### config.mk
export PLATFORM = sky130hd
export DESIGN_NAME = dpram_bist
export DESIGN_NICKNAME = d
export VERILOG_FILES = /design/src/rtl/dpram_bist.sv
export SDC_FILE = /design/constraint.sdc
export NUM_CORES = 1
export LEC_CHECK = 0
export CAP_MARGIN = 20
export CORE_ASPECT_RATIO = 1.5
export CORE_UTILIZATION = 42
export CTS_CLUSTER_SIZE = 24
export DETAILED_ROUTE_END_ITERATION = 16
export PLACE_DENSITY_LB_ADDON = 0.05
export SETUP_SLACK_MARGIN = 0.5
export SKIP_CTS_REPAIR_TIMING = 1
export SLEW_MARGIN = 15
export SYNTH_ARGS = -nofsm -noshare
export SYNTH_HDL_FRONTEND = slang
export SYNTH_SLANG_ARGS = --single-unit
export TNS_END_PERCENT = 5
### constraint.sdc
create_clock -name clk -period 1.9 [get_ports clk]
set_input_delay 0.38 -clock clk [delete_from_list [all_inputs] [get_ports clk]]
set_output_delay 0.38 -clock clk [all_outputs]
set_load 0.05 [all_outputs]
### src/rtl/dpram_bist.sv
// dpram_bist: march-style self-test for one synchronous RAM port.
// Writes P(a) = 8'hA5 ^ a to every word, reads it back, then repeats
// the pass with the inverted pattern ~P(a). Each read is compared one
// cycle after it is issued.
// Optional feature: define DPRAM_BIST_ERRLOG_EN to add a saturating
// mismatch counter (err_cnt). A run then never aborts early. Without
// the macro, the first mismatch ends the run.
module dpram_bist #(
  parameter int DATA_W = 8,
  parameter int ADDR_W = 2,
  parameter int DEPTH  = 4
) (
  input  logic              clk,
  input  logic              rst,
  input  logic              start,
  output logic              ram_en,
  output logic [ADDR_W-1:0] ram_addr,
  output logic [DATA_W-1:0] ram_wdata,
  input  logic [DATA_W-1:0] ram_rdata,
  output logic              busy,
  output logic              done,
  output logic              pass,
  output logic [ADDR_W-1:0] fail_addr,
  output logic              fail_phase
`ifdef DPRAM_BIST_ERRLOG_EN
  ,
  output logic [3:0]        err_cnt
`endif
);

  typedef enum logic [2:0] {IDLE, WR0, RD0, WR1, RD1, FIN} state_t;

  localparam logic [ADDR_W-1:0] LAST_ADDR = ADDR_W'(DEPTH - 1);

  // Test pattern for address a; phase 1 is the bitwise inverse of phase 0.
  function automatic logic [DATA_W-1:0] pattern(input logic [ADDR_W-1:0] a,
                                                input logic              ph);
    logic [DATA_W-1:0] base;
    base = DATA_W'(8'hA5) ^ DATA_W'(a);
    return ph ? ~base : base;
  endfunction

  state_t              state, nxt_state;
  logic                drain, nxt_drain;          // post-read cycle that lets the last read be compared
  logic                cmp_valid, nxt_cmp_valid;  // a read was issued last cycle
  logic [ADDR_W-1:0]   cmp_addr, nxt_cmp_addr;
  logic                cmp_phase, nxt_cmp_phase;
  logic                fail_seen, nxt_fail_seen;  // first mismatch of this run already captured
  logic                mismatch;

  logic                nxt_ram_en;
  logic [ADDR_W-1:0]   nxt_ram_addr;
  logic [DATA_W-1:0]   nxt_ram_wdata;
  logic                nxt_busy, nxt_done, nxt_pass;
  logic [ADDR_W-1:0]   nxt_fail_addr;
  logic                nxt_fail_phase;
`ifdef DPRAM_BIST_ERRLOG_EN
  logic [3:0]          nxt_err_cnt;
`endif

  // Next-state and next-output logic; every output is registered from these values.
  always_comb begin
    // NOTE: every signal gets a default before the case so no path leaves one unassigned (no latches).
    nxt_state      = state;
    nxt_drain      = 1'b0;
    nxt_cmp_valid  = 1'b0;
    nxt_cmp_addr   = ram_addr;
    nxt_cmp_phase  = (state == RD1);
    nxt_fail_seen  = fail_seen;
    nxt_ram_en     = 1'b0;
    nxt_ram_addr   = ram_addr;
    nxt_ram_wdata  = '0;
    nxt_busy       = busy;
    nxt_done       = done;
    nxt_pass       = pass;
    nxt_fail_addr  = fail_addr;
    nxt_fail_phase = fail_phase;
`ifdef DPRAM_BIST_ERRLOG_EN
    nxt_err_cnt    = err_cnt;
`endif
    mismatch       = 1'b0;

    unique case (state)
      IDLE: begin
        nxt_ram_addr = '0;
        if (start) begin
          nxt_state      = WR0;
          nxt_busy       = 1'b1;
          nxt_done       = 1'b0;
          nxt_pass       = 1'b0;
          nxt_fail_addr  = '0;
          nxt_fail_phase = 1'b0;
          nxt_fail_seen  = 1'b0;
`ifdef DPRAM_BIST_ERRLOG_EN
          nxt_err_cnt    = 4'd0;
`endif
          nxt_ram_en     = 1'b1;
          nxt_ram_wdata  = pattern({ADDR_W{1'b0}}, 1'b0);
        end
      end

      WR0, WR1: begin
        if (ram_addr == LAST_ADDR) begin
          nxt_state    = (state == WR0) ? RD0 : RD1;
          nxt_ram_addr = '0;
        end else begin
          nxt_ram_en    = 1'b1;
          nxt_ram_addr  = ram_addr + ADDR_W'(1);
          nxt_ram_wdata = pattern(ram_addr + ADDR_W'(1), state == WR1);
        end
      end

      RD0, RD1: begin
        mismatch = cmp_valid && (ram_rdata != pattern(cmp_addr, cmp_phase));
        if (!drain) begin
          nxt_cmp_valid = 1'b1;
          if (ram_addr == LAST_ADDR) nxt_drain    = 1'b1;
          else                       nxt_ram_addr = ram_addr + ADDR_W'(1);
        end else if (state == RD0) begin
          nxt_state     = WR1;
          nxt_ram_en    = 1'b1;
          nxt_ram_addr  = '0;
          nxt_ram_wdata = pattern({ADDR_W{1'b0}}, 1'b1);
        end else begin
          nxt_state    = FIN;
          nxt_ram_addr = '0;
          nxt_busy     = 1'b0;
          nxt_done     = 1'b1;
          nxt_pass     = !(fail_seen || mismatch);
        end

        if (mismatch && !fail_seen) begin
          nxt_fail_addr  = cmp_addr;
          nxt_fail_phase = cmp_phase;
          nxt_fail_seen  = 1'b1;
        end
`ifdef DPRAM_BIST_ERRLOG_EN
        if (mismatch && err_cnt != 4'hF) nxt_err_cnt = err_cnt + 4'd1;
`else
        // Abort: drop any pending access and report immediately.
        if (mismatch) begin
          nxt_state     = FIN;
          nxt_ram_en    = 1'b0;
          nxt_ram_addr  = '0;
          nxt_ram_wdata = '0;
          nxt_drain     = 1'b0;
          nxt_cmp_valid = 1'b0;
          nxt_busy      = 1'b0;
          nxt_done      = 1'b1;
          nxt_pass      = 1'b0;
        end
`endif
      end

      FIN: begin
        nxt_state    = IDLE;
        nxt_ram_addr = '0;
      end

      default: nxt_state = IDLE;
    endcase
  end

  // State, compare pipeline and registered outputs.
  always_ff @(posedge clk or posedge rst) begin
    if (rst) begin
      state      <= IDLE;
      drain      <= 1'b0;
      cmp_valid  <= 1'b0;
      cmp_addr   <= '0;
      cmp_phase  <= 1'b0;
      fail_seen  <= 1'b0;
      ram_en     <= 1'b0;
      ram_addr   <= '0;
      ram_wdata  <= '0;
      busy       <= 1'b0;
      done       <= 1'b0;
      pass       <= 1'b0;
      fail_addr  <= '0;
      fail_phase <= 1'b0;
`ifdef DPRAM_BIST_ERRLOG_EN
      err_cnt    <= 4'd0;
`endif
    end else begin
      // NOTE: non-blocking assignments so every register samples pre-edge values.
      state      <= nxt_state;
      drain      <= nxt_drain;
      cmp_valid  <= nxt_cmp_valid;
      cmp_addr   <= nxt_cmp_addr;
      cmp_phase  <= nxt_cmp_phase;
      fail_seen  <= nxt_fail_seen;
      ram_en     <= nxt_ram_en;
      ram_addr   <= nxt_ram_addr;
      ram_wdata  <= nxt_ram_wdata;
      busy       <= nxt_busy;
      done       <= nxt_done;
      pass       <= nxt_pass;
      fail_addr  <= nxt_fail_addr;
      fail_phase <= nxt_fail_phase;
`ifdef DPRAM_BIST_ERRLOG_EN
      err_cnt    <= nxt_err_cnt;
`endif
    end
  end

endmodule

==> results of run 1 <==
[stage by stage]
stage | area (um^2) | util | hold slack, ns
CTS | 1420 | 0.580 | 0.414
detailed placement | 1390 | 0.565 | 0.432
finish | 1480 | 0.603 | 0.408
global placement | 1390 | 0.565 | 0.426
global route | 1480 | 0.603 | 0.430
floorplan | 1080 | - | 0.369
[Yosys cell counts, drive strengths merged (3+ instances only)]
cell type and count:
xnor2 3, buf 5, a22o 3, dfrtp 22, nand2b 5, nor2 8, inv 4, nor3 4
clkbuf 4, a21oi 6
[area by class of cell]
| type | instances | area (um^2) | area share |
|---|---|---|---|
| sequential | 22 | 553 | 0.375 |
| multi-input combinational | 65 | 520 | 0.353 |
| timing repair buffer | 39 | 319 | 0.216 |
| clock buffer | 4 | 36.3 | 0.0246 |
| tap | 24 | 30.0 | 0.0203 |
| inverter | 4 | 17.5 | 0.0119 |
[routing by layer]
metal | part of all wire | global-route usage
met1 | 0.40 | 0.216
met2 | 0.56 | 0.339
met3 | 0.018 | 0.0169
met4 | 0.020 | 0.0938
met5 | 0 | 0
[state kept, by name, summed over array words and instances, names as in the netlist]
register and count:
cmp_addr 2, drain 1, busy 1, cmp_valid 1, ram_wdata 4, fail_addr 2
ram_addr 2, fail_phase 1, done 1, cmp_phase 1, fail_seen 1, state 3
pass 1, ram_en 1
[power by group through the flow]
stage               clock network, W  registers (W)  logic, W
floorplan                          0        0.00111  0.000809
global placement                   0       0.000803   0.00156
detailed placement                 0       0.000811   0.00157
CTS                         0.000268       0.000801   0.00157
global route                0.000275       0.000832   0.00180
finish                      0.000255       0.000805   0.00169
[logic make-up (layout without fill, tap and decap cells)]
kind of cell / Yosys count / in the layout
and+or+nand+nor: 33 / 33
AOI/OAI and AO/OA: 25 / 25
DFF: 22 / 22
buffers and inverters: 13 / 47
xor gates and xnor gates: 5 / 5
adders and majority gates: 1 / 1
muxes: 1 / 1
[worst register-to-register path: cells and delay by family, from the launching register on]
| family | cells | cell delay (ns) |
|---|---|---|
| simple gates | 3 | 0.88 |
| compound gates | 2 | 0.44 |
| flops | 1 | 0.39 |
| buf+inv | 1 | 0.08 |
[how the worst max path moves through the flow]
stage	from	to	slack, ns
3_3_place_gp	ram_rdata[7]	state[0]$_DFFE_PP0P_	-0.33
3_5_place_dp	ram_rdata[7]	state[0]$_DFFE_PP0P_	-0.35
4_1_cts	ram_rdata[7]	fail_phase$_DFFE_PP0P_	-0.03
5_1_grt	cmp_phase$_DFF_PP0_	state[0]$_DFFE_PP0P_	-0.09
6_report	ram_rdata[5]	state[0]$_DFFE_PP0P_	-0.00004
2_1_floorplan	ram_rdata[7]	state[0]$_DFFE_PP0P_	0.14
==> impl_metrics.env, run 1 <==
export IMPL_ys_flop_type="dfrtp_1"
export IMPL_cp_end_kind="register"
export IMPL_cp_buffers_inverters=2
export IMPL_port_buffers=27
export IMPL_rrSetupSlack_ns=-0.00004
export IMPL_worst_pin_slew_ns=0.474
export IMPL_syn_area_per_cell_um2=10.8
export IMPL_start_util=0.440
export IMPL_synthAdderAreaFrac=0.0116
export IMPL_synth_compound_area_frac=0.181
export IMPL_powerDensity_nw_per_um2=1860
export IMPL_drt_vias_per_instance=5.62
export IMPL_gp_congestion=0.807
export IMPL_synthCells=100
export IMPL_path_clk_slew_ns=0.12
export IMPL_synth_cell_type_count=42
export IMPL_grt_max_degree=23
export IMPL_drive_gt1_frac=0.373
export IMPL_ys_seq_area_frac=0.510
export IMPL_crit_chain="clkdlybuf4s50_1 > nand4b_1 > o311a_4 > or4_4 > inv_4 > o22ai_2"
export IMPL_worst_path_max_delay_cell="or4_4"
export IMPL_final_cells=158
export IMPL_clockBufferDepth=2
export IMPL_yosys_top_cells_area="dfrtp_1 (51%), nand2b_1 (2.9%), a21oi_1 (2.8%)"
export IMPL_path_depth=6
export IMPL_worst_r2r_cell_count=6
export IMPL_switchingPower_w=0.00133
export IMPL_antennaDiodeCount=0
export IMPL_power_frac_seq=0.293
export IMPL_relSlewSlack=0.681
export IMPL_cp_required_ns=2.09
export IMPL_root_buffer="clkbuf_4"
export IMPL_drv_slew=0
export IMPL_numClockSinks=22
export IMPL_wire_per_inst_um=14.9
export IMPL_dr_pass1_iters=12
export IMPL_area_growth_pct=36.9
export IMPL_grt_ovfl_total=0
export IMPL_path_max_fanout=3
export IMPL_r2r_start="cmp_phase$_DFF_PP0_"
export IMPL_hpwl_um=1790
export IMPL_critPathMaxStageDelay_ns=0.56
export IMPL_critPathTopFamily="simple AND/OR/NAND/NOR gates"
export IMPL_numCtsBuffers=3
export IMPL_layout_common_cells="buf_4 (24), dfrtp_1 (20), nor2_1 (8), clkdlybuf4s50_1 (7), a21oi_1 (5)"
export IMPL_peakVddDrop_uv=1090
export IMPL_rows=22
export IMPL_synth_top_area_cell="dfrtp_1"
export IMPL_max_freq_ghz=0.526
export IMPL_dpl_cell_count=153
export IMPL_wl_um=2350
export IMPL_rr_endpoint="state[0]$_DFFE_PP0P_"
export IMPL_drc_errors=8
export IMPL_startpoint_type="primary input"
export IMPL_cp_arrival_ns=2.09
export IMPL_synthMuxAreaShare=0.00928
export IMPL_ys_ff_latch=22
export IMPL_synth_edf_count=0
export IMPL_antenna_found_initial=0
export IMPL_grt_pass1_wl_um=3910
export IMPL_clock_skew_ns=0.00480
export IMPL_mostFrequentLayoutCell="buf_4"
export IMPL_die_area_um2=2780
export IMPL_power_internal_w=0.00142
export IMPL_antenna_left=0
export IMPL_worst_slack_ns=-0.0000393
export IMPL_power_share_combinational=0.614
export IMPL_outcome="finished, violations left"
export IMPL_synth_top_area_frac=0.510
export IMPL_fin_nets=147
export IMPL_hp_class="primary input to asynchronous set/reset pin"
export IMPL_dpl_worst_slack_ns=-0.349
export IMPL_die_w_um=43.4
export IMPL_power_leakage_nw=0.700
export IMPL_first_global_vias=833
export IMPL_power_frac_clock=0.093
export IMPL_rsz0062_at_grt="true"
export IMPL_clk_latency_ns=0.31
export IMPL_cap_violations=0
export IMPL_power_w=0.00275
export IMPL_period_share=1.00
export IMPL_setup_viol=1
export IMPL_fillerInstances=230
export IMPL_ys_warn_count=0
export IMPL_finalHoldViolations=0
export IMPL_p_sw_frac=0.484
export IMPL_synth_area_um2=1080
export IMPL_h_tree_depth=1
export IMPL_synth_top_family_by_area="simple AND/OR/NAND/NOR gates"
export IMPL_violations="DRC, setup timing"
export IMPL_first_iter_violations=33
export IMPL_synth_xor_area_share=0.0406
export IMPL_fin_crit_ns=1.90
export IMPL_setup_tns_ns=-0.0000393
export IMPL_ys_async_sr_fraction=1.00
export IMPL_yosys_area_share_simple=0.188
export IMPL_mappedNetlistNets=112
export IMPL_cts_tree="yes"
export IMPL_path_class="primary input to register"
export IMPL_ioPinCount=28
export IMPL_vias=888
export IMPL_grt_usage=0.189
export IMPL_fp_dieH_um=64.1
export IMPL_core_area_um2=2450
Power figures use the tool's default switching activity.
==> inputs of run 2 (changes only) <==
Settings changed: SKIP_CTS_REPAIR_TIMING 1 to default.
==> impl_metrics.env, run 2 (synthesis results as in run 1) <==
export IMPL_cts_tree="yes"
export IMPL_cp_required_ns=2.08
export IMPL_port_buffers=27
export IMPL_hold_buffers=0
export IMPL_path_max_fanout=4
export IMPL_die_w_um=43.4
export IMPL_cp_end_kind="register"
export IMPL_vias=897
export IMPL_violations="DRC"
export IMPL_fin_hold_ws_ns=0.405
export IMPL_fillerInstances=223
export IMPL_crit_chain="clkdlybuf4s50_1 > nand4b_1 > o311a_4 > or4_4 > inv_4 > o22ai_2"
export IMPL_clk_latency_ns=0.31
export IMPL_path_clk_slew_ns=0.12
export IMPL_top_usage_layer="met2"
export IMPL_grt_ovfl_total=0
export IMPL_setup_tns_ns=0
export IMPL_peakVddDrop_uv=1070
export IMPL_met2_usage=0.345
export IMPL_dpl_cell_area_um2=1390
export IMPL_root_buffer="clkbuf_4"
export IMPL_grt_usage=0.191
export IMPL_largest_reg_flops=4
export IMPL_drive_gt1_frac=0.373
export IMPL_reg_top3="ram_wdata: 4 flops, state: 3 flops"
export IMPL_worst_pin_slew_ns=0.497
export IMPL_drc_errors=8
export IMPL_ioPinCount=28
export IMPL_period_share=0.957
export IMPL_drt_vias_per_instance=5.68
export IMPL_wire_per_inst_um=15.2
export IMPL_cp_arrival_ns=2.00
export IMPL_antenna_left=0
export IMPL_clock_skew_ns=0.00475
export IMPL_hp_class="primary input to asynchronous set/reset pin"
export IMPL_power_leakage_nw=0.685
export IMPL_relSlewSlack=0.666
export IMPL_fin_area_um2=1480
export IMPL_hpwl_um=1790
export IMPL_use_met3=0.0169
export IMPL_core_area_um2=2450
export IMPL_outcome="finished, violations left"
export IMPL_grt_pass1_wl_um=3940
export IMPL_area_growth_pct=37.1
export IMPL_drv_slew=0
export IMPL_seq_area_um2=553
export IMPL_fp_dieH_um=64.1
export IMPL_finalHoldViolations=0
export IMPL_rows=22
export IMPL_numClockSinks=22
export IMPL_worst_r2r_cell_count=6
export IMPL_mostFrequentLayoutCell="buf_4"
export IMPL_powerDensity_nw_per_um2=1860
export IMPL_rrSetupSlack_ns=0.08
export IMPL_layout_common_cells="buf_4 (25), dfrtp_1 (20), nor2_1 (8), clkdlybuf4s50_1 (7)"
export IMPL_grt_max_degree=23
export IMPL_worst_path_max_delay_cell="clkdlybuf4s50_1"
export IMPL_gp_congestion=0.807
export IMPL_cap_violations=0
export IMPL_endpoint="state[0]$_DFFE_PP0P_"
export IMPL_fin_util=0.604
export IMPL_antenna_found_initial=0
export IMPL_multi_input_area_um2=538
export IMPL_first_global_vias=862
export IMPL_antennaDiodeCount=0
export IMPL_wl_um=2400
export IMPL_numCtsBuffers=3
export IMPL_h_tree_depth=1
export IMPL_r2r_start="cmp_phase$_DFF_PP0_"
export IMPL_rsz0062_at_grt="true"
export IMPL_path_class="primary input to register"
export IMPL_largest_register="ram_wdata"
export IMPL_grt_use_met1=0.216
export IMPL_critPathMaxStageDelay_ns=0.52
export IMPL_fin_nets=147
export IMPL_start_util=0.440
export IMPL_setup_viol=0
export IMPL_first_iter_violations=24
export IMPL_startpoint="ram_rdata[4]"
export IMPL_startpoint_type="primary input"
export IMPL_rr_endpoint="state[0]$_DFFE_PP0P_"
export IMPL_die_area_um2=2780
export IMPL_dr_pass1_iters=10
export IMPL_fin_crit_ns=1.82
export IMPL_clockBufferDepth=2
export IMPL_max_freq_ghz=0.550
-- run 2: per-stage QoR --
stage	power [W]	setup slack, ns	std cells
5_1_grt	0.00292	0.00511	158
4_1_cts	0.00271	-0.00505	158
3_3_place_gp	0.00236	-0.334	153
3_5_place_dp	0.00238	-0.349	153
6_report	0.00275	0.0818	158
2_1_floorplan	0.00192	0.141	100
-- run 2: power breakdown --
group / switching, W / total [W] / internal (W)
clock network: 0.000137 / 0.000255 / 0.000117
logic: 0.00103 / 0.00169 / 0.000654
registers: 0.000166 / 0.000809 / 0.000642
-- run 2: worst min-delay path by stage --
stage / startpoint / to / slack (ns) / cells past startpoint
floorplan: rst / busy$_DFFE_PP0P_ / 0.37 / 1
global placement: ram_addr[1]$_DFFE_PP0P_ / cmp_addr[1]$_DFF_PP0_ / 0.43 / 0
detailed placement: ram_addr[1]$_DFFE_PP0P_ / cmp_addr[1]$_DFF_PP0_ / 0.43 / 0
CTS: rst / done$_DFFE_PP0P_ / 0.41 / 3
global route: rst / done$_DFFE_PP0P_ / 0.43 / 3
finish: rst / done$_DFFE_PP0P_ / 0.40 / 3
-- run 2: area by class of cell --
type                            count  area share
Sequential cell                    22       0.374
Multi-Input combinational cell     65       0.364
Timing Repair Buffer               39       0.206
Clock buffer                        4      0.0245
Tap cell                           24      0.0203
Inverter                            4      0.0118
-- run 2: per-layer routing --
metal  part of all wire  up-vias  routed length (um)
li1                   -      434                   -
met1               0.38      443                 919
met2               0.58       15                1380
met3              0.021        5                  51
met4              0.020        0                  48
met5                  0        -                   0
-- run 2: timing repair --
item                       4_1_cts  5_1_grt
gates resized for setup         29        6
setup buffers                    1        0
pin swaps                        8        4
setup endpoints to repair       21       20
-- run 2: critical path, delay by kind of cell --
| kind | cells | cell delay (ns) |
|---|---|---|
| buf+inv | 2 | 0.60 |
| compound gates | 2 | 0.40 |
| simple gates | 2 | 0.62 |
==> inputs of run 3 (changes only) <==
Settings changed: REMOVE_ABC_BUFFERS from default to 1, TNS_END_PERCENT 5 to 30.
Clock period 1.9 ns to 1.5 ns, I/O delays scaled along.
==> impl_metrics.env, run 3 (synthesis results as in run 1) <==
export IMPL_hold_buffers=0
export IMPL_power_share_combinational=0.672
export IMPL_drt_vias_per_instance=5.78
export IMPL_power_frac_clock=0.077
export IMPL_numClockSinks=22
export IMPL_relSlewSlack=0.689
export IMPL_violations="DRC, setup timing"
export IMPL_cap_violations=0
export IMPL_clk_latency_ns=0.32
export IMPL_fin_crit_ns=1.79
export IMPL_die_w_um=43.4
export IMPL_worst_path_max_delay_cell="or4_4"
export IMPL_clock_skew_ns=0.00664
export IMPL_fp_dieH_um=64.1
export IMPL_first_global_vias=946
export IMPL_fillerInstances=162
export IMPL_dpl_worst_slack_ns=-0.788
export IMPL_area_growth_pct=66.5
export IMPL_fin_nets=156
export IMPL_power_leakage_nw=0.793
export IMPL_antenna_found_initial=0
export IMPL_cp_required_ns=1.70
export IMPL_peakVddDrop_uv=1440
export IMPL_period_share=1.19
export IMPL_fin_area_um2=1800
export IMPL_drive_gt1_frac=0.427
export IMPL_antennaDiodeCount=0
export IMPL_setup_viol=17
export IMPL_cts_tree="yes"
export IMPL_p_sw_frac=0.445
export IMPL_power_internal_w=0.00237
export IMPL_start_util=0.440
export IMPL_mostFrequentLayoutCell="dfrtp_1"
export IMPL_numCtsBuffers=3
export IMPL_multi_input_area_um2=557
export IMPL_r2r_start="cmp_phase$_DFF_PP0_"
export IMPL_first_iter_violations=33
export IMPL_gp_congestion=0.788
export IMPL_seq_area_um2=552
export IMPL_finalHoldViolations=0
export IMPL_grt_usage=0.208
export IMPL_crit_chain="and4bb_1 > nand4b_1 > o311a_4 > or4_4 > inv_2 > o22ai_1"
export IMPL_antenna_left=0
export IMPL_path_max_fanout=4
export IMPL_largest_register="ram_wdata"
export IMPL_grt_pass1_wl_um=4230
export IMPL_dpl_cell_area_um2=1660
export IMPL_die_area_um2=2780
export IMPL_path_clk_slew_ns=0.12
export IMPL_worst_r2r_cell_count=6
export IMPL_switchingPower_w=0.00190
export IMPL_core_area_um2=2450
export IMPL_grt_max_degree=23
export IMPL_powerDensity_nw_per_um2=2370
export IMPL_clockBufferDepth=2
export IMPL_startpoint_type="register"
export IMPL_ioPinCount=28
export IMPL_post_cts_buffers=0
export IMPL_rrSetupSlack_ns=-0.29
export IMPL_power_frac_seq=0.250
export IMPL_rows=22
export IMPL_vias=965
export IMPL_dr_pass1_iters=10
export IMPL_worst_slack_ns=-0.291
export IMPL_root_buffer="clkbuf_4"
export IMPL_hpwl_um=1860
export IMPL_port_buffers=27
export IMPL_path_class="register to register"
export IMPL_rr_endpoint="state[0]$_DFFE_PP0P_"
export IMPL_drc_errors=6
export IMPL_wl_um=2660
export IMPL_cp_arrival_ns=1.99
export IMPL_outcome="finished, violations left"
export IMPL_wire_per_inst_um=16.0
export IMPL_largest_reg_flops=4
export IMPL_hp_class="primary input to asynchronous set/reset pin"
export IMPL_max_freq_ghz=0.558
export IMPL_drv_slew=0
export IMPL_layout_common_cells="dfrtp_1 (21), buf_4 (18), buf_12 (17), nor2_1 (8), clkdlybuf4s50_1 (7)"
export IMPL_rsz0062_at_grt="true"
export IMPL_reg_top3="ram_wdata: 4 flops, state: 3 flops"
export IMPL_grt_ovfl_total=0
export IMPL_worst_pin_slew_ns=0.463
export IMPL_critPathMaxStageDelay_ns=0.46
export IMPL_h_tree_depth=1
export IMPL_cp_end_kind="register"
## run 3: cell types whose count changed in the layout (fill, tap and decap cells not counted), sizes merged
cell	previous run	this run
buf	29	38
## run 3: critical path, delay by kind of cell, from the launching register on
kind / cells / cell delay, ns
AOI/OAI and AO/OA: 2 / 0.40
DFF: 1 / 0.41
and+or+nand+nor: 3 / 0.78
buffers and inverters: 1 / 0.08
## run 3: power by group through the flow
stage	registers (W)	logic, W	clock network [W]
final	0.00107	0.00287	0.000329
after floorplan	0.00163	0.000686	0
after global routing	0.00110	0.00301	0.000361
after detailed placement	0.00106	0.00260	0
after CTS	0.00107	0.00278	0.000332
after global placement	0.00105	0.00258	0
## run 3: layout make-up
class	count	area share
timing repair buffer	48	0.337
clock buffer	4	0.0202
tap	24	0.0167
sequential	22	0.307
multi-input combinational	65	0.310
inverter	4	0.00836
## run 3: metal layers
layer / up-vias / global-route usage / wire length [um]
met5: - / 0 / 0
met4: 0 / 0.117 / 72
met3: 9 / 0.0282 / 118
met2: 36 / 0.369 / 1460
met1: 469 / 0.228 / 1020
li1: 451 / - / -
## run 3: worst max path at each step
stage / from / to / slack (ns)
after floorplan: ram_rdata[7] / state[0]$_DFFE_PP0P_ / -0.31
after global placement: ram_rdata[7] / state[0]$_DFFE_PP0P_ / -0.76
after detailed placement: ram_rdata[7] / ram_addr[0]$_DFFE_PP0P_ / -0.79
after CTS: cmp_phase$_DFF_PP0_ / ram_addr[1]$_DFFE_PP0P_ / -0.27
after global routing: cmp_phase$_DFF_PP0_ / drain$_DFF_PP0_ / -0.36
final: cmp_phase$_DFF_PP0_ / state[0]$_DFFE_PP0P_ / -0.29
## run 3: timing repair
item	4_1_cts	5_1_grt
pin swaps	12	4
hold endpoints to repair	0	0
gates resized for setup	19	4
endpoints found under the setup margin	36	36
## run 3: per-stage QoR
step	instances	util	hold WS [ns]	TNS, ns	total power (W)
after floorplan	91	-	0.289	-2.91	0.00232
after detailed placement	163	0.677	0.518	-12.37	0.00366
final	167	0.733	0.298	-3.61	0.00426
after global routing	167	0.733	0.338	-5.07	0.00447
after CTS	167	0.723	0.313	-3.43	0.00418
after global placement	163	0.677	0.509	-11.89	0.00363
